--- config.mk ---
export PLATFORM = sky130hd
export DESIGN_NAME = i2s_sample_tx
export DESIGN_NICKNAME = d
export VERILOG_FILES = /design/src/rtl/audio_pkg.sv /design/src/rtl/i2s_bclk_gen.sv /design/src/rtl/i2s_sample_tx.sv
export SDC_FILE = /design/constraint.sdc
export NUM_CORES = 1
export LEC_CHECK = 0
export ABC_CLOCK_PERIOD_IN_PS = 5000
export CAP_MARGIN = 20
export CORE_MARGIN = 4
export CORE_UTILIZATION = 44
export DETAILED_ROUTE_END_ITERATION = 6
export SLEW_MARGIN = 5
export SYNTH_ARGS = -nofsm -noshare
export SYNTH_HDL_FRONTEND = slang
export SYNTH_SLANG_ARGS = --single-unit
--- constraint.sdc ---
create_clock -name clk -period 5 [get_ports clk]
set_input_delay 0.75 -clock clk [delete_from_list [all_inputs] [get_ports clk]]
set_output_delay 0.75 -clock clk [all_outputs]
set_load 0.02 [all_outputs]
--- src/rtl/audio_pkg.sv ---
// Shared constants for the audio path: I2S frame geometry and word-select polarity.
package audio_pkg;

  localparam int SAMPLE_W   = 16;
  localparam int SLOT_BITS  = 16;
  localparam int FRAME_BITS = 32;
  localparam int CNT_W      = $clog2(FRAME_BITS);

  localparam logic LEFT  = 1'b0;
  localparam logic RIGHT = 1'b1;

  typedef logic [CNT_W-1:0] bit_cnt_t;

endpackage

--- src/rtl/i2s_bclk_gen.sv ---
// I2S bit-clock divider; tick marks the clk cycle in which bclk falls.
module i2s_bclk_gen #(
  parameter int BCLK_DIV = 24
) (
  input  logic clk,
  input  logic reset,
  output logic bclk,
  output logic tick
);

  localparam int DIV_W = (BCLK_DIV > 1) ? $clog2(BCLK_DIV) : 1;

  logic [DIV_W-1:0] div_cnt_reg;
  logic             bclk_reg;
  logic             terminal;

  assign terminal = (div_cnt_reg == DIV_W'(BCLK_DIV - 1));

  always_ff @(posedge clk or posedge reset) begin
    if (reset) begin
      div_cnt_reg <= '0;
      bclk_reg    <= 1'b0;
    end else if (terminal) begin
      div_cnt_reg <= '0;
      bclk_reg    <= ~bclk_reg;
    end else begin
      div_cnt_reg <= div_cnt_reg + 1'b1;
    end
  end

  assign bclk = bclk_reg;
  assign tick = terminal & bclk_reg;

endmodule

--- src/rtl/i2s_sample_tx.sv ---
// Requests one mono sample per frame, captures it, and serializes it to the DAC
// as I2S with the same word in both the left and right slots.
module i2s_sample_tx
  import audio_pkg::*;
#(
  parameter int BCLK_DIV = 24,
  parameter int SAMPLE_W = audio_pkg::SAMPLE_W
) (
  input  logic                clk,
  input  logic                reset,
  input  logic                sample_ready,
  input  logic [SAMPLE_W-1:0] sample,
  output logic                sampling_pulse,
  output logic                bclk,
  output logic                lrck,
  output logic                sdata,
  output logic                underrun
);

  localparam int WORD_W = 2 * SAMPLE_W;

  logic                tick;
  bit_cnt_t            bit_cnt_reg;
  bit_cnt_t            bit_cnt_next;
  logic [WORD_W-1:0]   shreg_reg;
  logic [WORD_W-1:0]   frame_word;
  logic [SAMPLE_W-1:0] hold_reg;
  logic                got_sample_reg;
  logic                frame_start_reg;
  logic                lrck_reg;
  logic                sdata_reg;
  logic                sampling_pulse_reg;
  logic                underrun_reg;
  logic                frame_tick;

  i2s_bclk_gen #(.BCLK_DIV(BCLK_DIV)) u_bclk_gen (
    .clk   (clk),
    .reset (reset),
    .bclk  (bclk),
    .tick  (tick)
  );

  // Mono source: the held sample fills every slot of the frame.
  for (genvar gi = 0; gi < 2; gi++) begin : g_slot
    assign frame_word[gi*SAMPLE_W +: SAMPLE_W] = hold_reg;
  end

  assign bit_cnt_next = bit_cnt_reg + 1'b1;
  assign frame_tick   = tick && (bit_cnt_next == '0);

  always_ff @(posedge clk or posedge reset) begin
    if (reset) begin
      bit_cnt_reg <= '1;
      shreg_reg   <= '0;
      sdata_reg   <= 1'b0;
      lrck_reg    <= RIGHT;
    end else if (tick) begin
      bit_cnt_reg <= bit_cnt_next;
      // sdata lags shreg by one bclk, giving the I2S one-bit delay after lrck
      sdata_reg   <= shreg_reg[WORD_W-1];
      if (bit_cnt_next == '0) begin
        shreg_reg <= frame_word;
        lrck_reg  <= LEFT;
      end else begin
        shreg_reg <= shreg_reg << 1;
        if (bit_cnt_next == bit_cnt_t'(SLOT_BITS)) begin
          lrck_reg <= RIGHT;
        end
      end
    end
  end

  // Request and underrun bookkeeping run one clk after the frame-start tick.
  always_ff @(posedge clk or posedge reset) begin
    if (reset) begin
      frame_start_reg    <= 1'b0;
      sampling_pulse_reg <= 1'b0;
      underrun_reg       <= 1'b0;
      hold_reg           <= '0;
      got_sample_reg     <= 1'b0;
    end else begin
      frame_start_reg    <= frame_tick;
      sampling_pulse_reg <= frame_start_reg;
      underrun_reg       <= frame_start_reg & ~got_sample_reg;
      // A strobe coinciding with the clear belongs to the new frame
      if (sample_ready) begin
        hold_reg       <= sample;
        got_sample_reg <= 1'b1;
      end else if (frame_start_reg) begin
        got_sample_reg <= 1'b0;
      end
    end
  end

  assign sampling_pulse = sampling_pulse_reg;
  assign lrck           = lrck_reg;
  assign sdata          = sdata_reg;
  assign underrun       = underrun_reg;

endmodule

==> flow_metrics.tcl, run 1 <==
set metrics [dict create \
    outcome "finished clean" \
    fp-row-count 28 \
    worstPathRequired_ns 4.25 \
    finalCriticalPeriod_ns 2.22 \
    drt_iter0_drc 126 \
    globalplace.congestion 0.700 \
    min_period_over_period_pct 44.3 \
    ys_seq_area_share_pct 59.2 \
    wire_per_inst_um 14.7 \
    fp.dieH_um 87.2 \
    largest_register_ffs 32 \
    cts_hold_buffers 0 \
    cts.clk_slew.worst_paths_ns 0.07 \
    globalRouteMet1Util_pct 20.6 \
    grt_pass1_wl_um 9150 \
    dp_slack_ns 2.69 \
    holdCritPathClass "flop to flop" \
    port_buffers 23 \
    via_per_inst 5.32 \
    worst_slack_ns 2.78 \
    path_delay_family "buffers and inverters" \
    skew_ns 0.0120 \
    totalNegativeSetupSlack_ns 0 \
    path_max_fanout 2 \
    grt_use_met3_pct 3.78 \
    critPathKind "flop to output pin" \
    cp-end-kind "output pin" \
    ys_warn_count 0 \
    dp_hpwl_um 3180 \
    antenna_found_initial 0 \
    gr-usage-all-layers_pct 15.8 \
    max_freq_mhz 451 \
    wirelength_um 5230 \
    cp.arrival_ns 1.47 \
    setup_viol 0 \
    cp_slowest_cell "clkdlybuf4s50_1" \
    max_stage_delay_ns 0.60 \
    cp_cell_sequence "clkdlybuf4s50_1" \
    htreeDepth 3 \
    clkLatencyLatePin_ns 0.34 \
    dp_cells 340 \
    netlist_area_mm2 0.00276 \
    post_cts_buffers 0 \
    use_met2_pct 24.1 \
    peakVddDrop_v 0.000149 \
    layout_commonest_cell "dfrtp_1" \
    cts_root_buf "clkbuf_8" \
    dpl-instance-area_mm2 0.00304 \
    most-common-layout-cells "dfrtp_1 (59), nor2_1 (35), a21oi_1 (31), o21ai_0 (30), clkdlybuf4s50_1 (23)" \
    fin_nets 298 \
    synth_area_leaders "dfrtp_1 (53%), mux2_2 (6.9%), dfstp_2 (5.7%), a21oi_1 (5.6%), o21ai_0 (5.4%)" \
    num_io_pins 24 \
    grt_pass1_vias 1924 \
    syn_nets 276 \
    cellPowerDensity_mw_per_mm2 318 \
    hold_viol_final 0 \
    worst_pin_slew_ns 0.949 \
    grt_busiest_layer "met2" \
    fin_cells 355 \
    cts_buffers 9 \
    cp.buffers_inverters 1 \
    rsz0062_at_grt "no" \
    leakage_nw 1.42 \
    grt_remaining_overflow 0 \
    synth-seq-cells 65 \
    yosys.area.top_type_share_pct 53.5 \
    final_area_mm2 0.00323 \
    ant_nets 0 \
    dr.pass1.iters 5 \
    drc 0 \
    drv_cap 0 \
    worst_slew_margin_rel_pct 36.4 \
    critPathLaunchType "flop" \
    core_mm2 0.00599 \
    drive_above_1_share_pct 16.4 \
    synth_area_leader_cell "dfrtp_1" \
    vias 1887 \
    numClockSinks 65 \
    synthCells 254 \
    cts_tree "done" \
    syn_to_final_growth_pct 17.1 \
    antennaDiodeCount 0 \
    syn_avg_cell_area_um2 10.9 \
    timing.hold.ws_ns 0.375 \
    final_max_slew_viol_count 0 \
    grt_max_degree 40 \
    cts-resized-gates 0 \
    clockBufferDepth 2 \
    start_util_pct 46.1 \
    synth.distinct_cells 32 \
    fillCellCount 549 \
    die_w_um 87.2 \
    die_area_mm2 0.00760 \
]
-- where the power goes --
group          switching (mW)  internal (mW)  leakage (nW)
Clock                   0.190          0.253         0.102
Sequential            0.00647          0.539         0.841
Combinational          0.0168         0.0244         0.473
-- worst paths after layout --
check / start / end / slack (ns) / cells after the start
min in group asynchronous: reset / shreg_reg[30] / 0.80 / 2
setup / recovery: lrck / lrck / 2.78 / 1
setup reg to reg: bit_cnt_reg[0] / shreg_reg[16] / 2.85 / 6
max in group asynchronous: reset / bit_cnt_reg[1] / 3.29 / 3
hold / removal: frame_start_reg / sampling_pulse / 0.37 / 0
hold reg to reg: frame_start_reg / sampling_pulse / 0.37 / 0
-- stage by stage --
stage / power, mW / utilization [%]
detailed placement: 0.598 / 50.7
CTS: 1.04 / 54.0
finish: 1.03 / 54.0
global placement: 0.597 / 50.7
floorplan: 0.577 / -
global route: 1.07 / 54.0
-- logic make-up after synthesis --
logic type / count (synthesis) / share of synthesized area (%)
compound gates: 86 / 17.7
simple gates: 56 / 8.79
fa+ha+maj: 3 / 1.36
mux: 17 / 6.94
flops: 65 / 59.2
buf+inv: 19 / 3.17
xor+xnor: 8 / 2.81
-- worst reg2reg max path, stage by stage, from the launching register on --
cell      delay (ns)
dfstp_2         0.57
ha_1            0.25
o21bai_1        0.14
o221ai_2        0.51
buf_4           0.32
o21ai_0         0.09
a31oi_1         0.18
-- synthesized netlist by cell type --
master	instances
dfrtp_1	59
nor2_1	35
a21oi_1	31
o21ai_0	30
mux2_2	17
a31oi_1	16
nand2_1	11
clkbuf_1	7
dfstp_2	6
buf_2	4
xnor2_1	4
clkbuf_2	3
ha_1	3
inv_1	3
xor2_1	3
a21o_1	2
buf_4	2
nand3_1	2
nor2b_1	2
o21ai_1	2
a211oi_1	1
a41oi_1	1
and2_1	1
and3_1	1
and3_4	1
and3b_1	1
and4b_1	1
nor3_1	1
o21bai_1	1
o221a_4	1
o221ai_2	1
xnor2_2	1
-- layer usage --
layer / up-vias / routed length [um]
met2: 26 / 2380
met3: 14 / 194
met1: 914 / 2500
li1: 933 / -
met4: 0 / 152
met5: - / 0
-- cell type report --
cell class / instances / area, um2 / share of cell area, %
flip-flops and latches: 65 / 1630 / 50.5
inverters: 3 / 11.3 / 0.348
repair buffers: 27 / 260 / 8.05
multi-input cells: 170 / 1040 / 32.1
clock inverters: 3 / 40.0 / 1.24
well taps: 75 / 93.8 / 2.90
clock buffers: 12 / 155 / 4.80
Note: power is estimated with default switching activity, not from simulation.
==> inputs of run 2 (changes only) <==
ABC_CLOCK_PERIOD_IN_PS = 2190   (was 5000)
clock period = 2.19 ns   (was 5 ns; I/O delays follow)
==> run 2 against run 1 <==
Against the previous run:
- total power increased by 150%
- sequential share of layout area decreased by 1.4 points
- non-clock buffer count increased by 3
- critical path depth increased by 4
- flip-flop and latch count unchanged
- die area unchanged
- first-iteration DRC count increased by 50%
- count of clock-buffer cells in the layout unchanged
==> flow_metrics.tcl, run 2 (synthesized netlist as in run 1, its figures left out) <==
set metrics [dict create \
    outcome "finished clean" \
    vias 1944 \
    worst_slack_ns 0.310 \
    post_cts_buffers 0 \
    port_buffers 23 \
    final_max_slew_viol_count 0 \
    fillCellCount 529 \
    r2r_slack_ns 0.31 \
    dp_cells 343 \
    cts_tree "done" \
    critPathLaunchType "flop" \
    syn_to_final_growth_pct 20.4 \
    via_per_inst 5.42 \
    min_period_over_period_pct 85.9 \
    core_mm2 0.00599 \
    critPathKind "flop to flop" \
    final_area_mm2 0.00332 \
    ant_nets 0 \
    p_clk_share_pct 47.0 \
    setup_viol 0 \
    num_io_pins 24 \
    fp-row-count 28 \
    cellPowerDensity_mw_per_mm2 763 \
    p_switching_mw 0.513 \
    grt_max_degree 66 \
    wire_per_inst_um 15.0 \
    leakage_nw 1.46 \
    path_max_fanout 16 \
    cts-resized-gates 0 \
    cp-end-kind "flop" \
    holdCritPathClass "flop to flop" \
    seqCellArea_mm2 0.00163 \
    cp.arrival_ns 2.13 \
    drc 0 \
    worst_pin_slew_ns 0.963 \
    max_freq_mhz 532 \
    pwr-share-comb_pct 3.9 \
    start_util_pct 46.1 \
    largest_register_ffs 32 \
    drv_cap 0 \
    peakVddDrop_v 0.000513 \
    dr.pass1.iters 4 \
    die_w_um 87.2 \
    worstPathRequired_ns 2.44 \
    die_area_mm2 0.00760 \
    finalCriticalPeriod_ns 1.88 \
    dp_hpwl_um 3130 \
    p_sw_share_pct 20.2 \
    finalCoreUtilization_pct 55.5 \
    globalplace.congestion 0.714 \
    grt_pass1_wl_um 9150 \
    wirelength_um 5370 \
    gr-usage-all-layers_pct 15.6 \
    cts_hold_buffers 0 \
    pwr-share-seq_pct 49.1 \
    dp_slack_ns 0.354 \
    htreeDepth 3 \
    skew_ns 0.00937 \
    grt_pass1_vias 1941 \
    numClockSinks 65 \
    clockBufferDepth 2 \
    totalNegativeSetupSlack_ns 0 \
    cts.clk_slew.worst_paths_ns 0.07 \
    fin_nets 301 \
    fin_cells 359 \
    drt_iter0_drc 189 \
    dpl-instance-area_mm2 0.00309 \
    hold_viol_final 0 \
    clkLatencyLatePin_ns 0.33 \
    antenna_found_initial 0 \
    drive_above_1_share_pct 18.0 \
    cts_root_buf "clkbuf_8" \
    layout_commonest_cell "dfrtp_1" \
    cts_buffers 9 \
    rsz0062_at_grt "no" \
    intPower_mw 2.02 \
    antennaDiodeCount 0 \
    fp.dieH_um 87.2 \
    grt_remaining_overflow 0 \
    worst_slew_margin_rel_pct 35.5 \
    timing.hold.ws_ns 0.375 \
    most-common-layout-cells "dfrtp_1 (59), nor2_1 (35), a21oi_1 (31), o21ai_0 (30), clkdlybuf4s50_1 (23)" \
    multi_input_area_mm2 0.00104 \
    power_mw 2.54 \
]
-- run 2: cell types whose count changed in the layout (fill, tap and decap cells not counted) --
| cell | delta |
|---|---|
| clkbuf_8 | +1 |
| clkinv_2 | -1 |
| buf_12 | +2 |
| bufinv_16 | +1 |
| clkinv_4 | +1 |
| buf_4 | +1 |
| clkbuf_1 | -1 |
-- run 2: routing by layer --
layer  global-route usage (%)  part of all wire, %  vias to the layer above
met5                        0                    0                        -
met4                     7.53                  2.2                        0
met3                     3.12                  3.2                       10
met2                     24.9                   48                       31
met1                     20.2                   47                      964
li1                         -                    -                      939
-- run 2: layout make-up --
cell class	instances	area share (%)
clock inverter	4	2.22
clock buffer	12	4.97
sequential	65	49.2
multi-input combinational	170	31.2
inverter	3	0.339
timing repair buffer	30	9.26
tap	75	2.82
-- run 2: final timing paths --
path | from | to | cells after the start
worst max-delay path | bit_cnt_reg[0] | shreg_reg[18] | 5
worst max register to register | bit_cnt_reg[0] | shreg_reg[18] | 5
worst min register to register | frame_start_reg | sampling_pulse | 0
min in group asynchronous | reset | sampling_pulse | 3
worst min-delay path | frame_start_reg | sampling_pulse | 0
max in group asynchronous | reset | bit_cnt_reg[4] | 3
-- run 2: power groups by stage --
stage	clock network (mW)	registers [mW]	logic, mW
floorplan	0	1.26	0.0539
global placement	0	1.27	0.101
detailed placement	0	1.27	0.102
CTS	1.21	1.25	0.102
global route	1.27	1.25	0.111
finish	1.19	1.25	0.0985
-- run 2: critical path: stages, from the launching register on --
cell     delay (ns)
dfstp_2        0.57
ha_1           0.25
and3_1         0.25
o221a_4        0.36
a31oi_1        0.16
a21oi_1        0.20
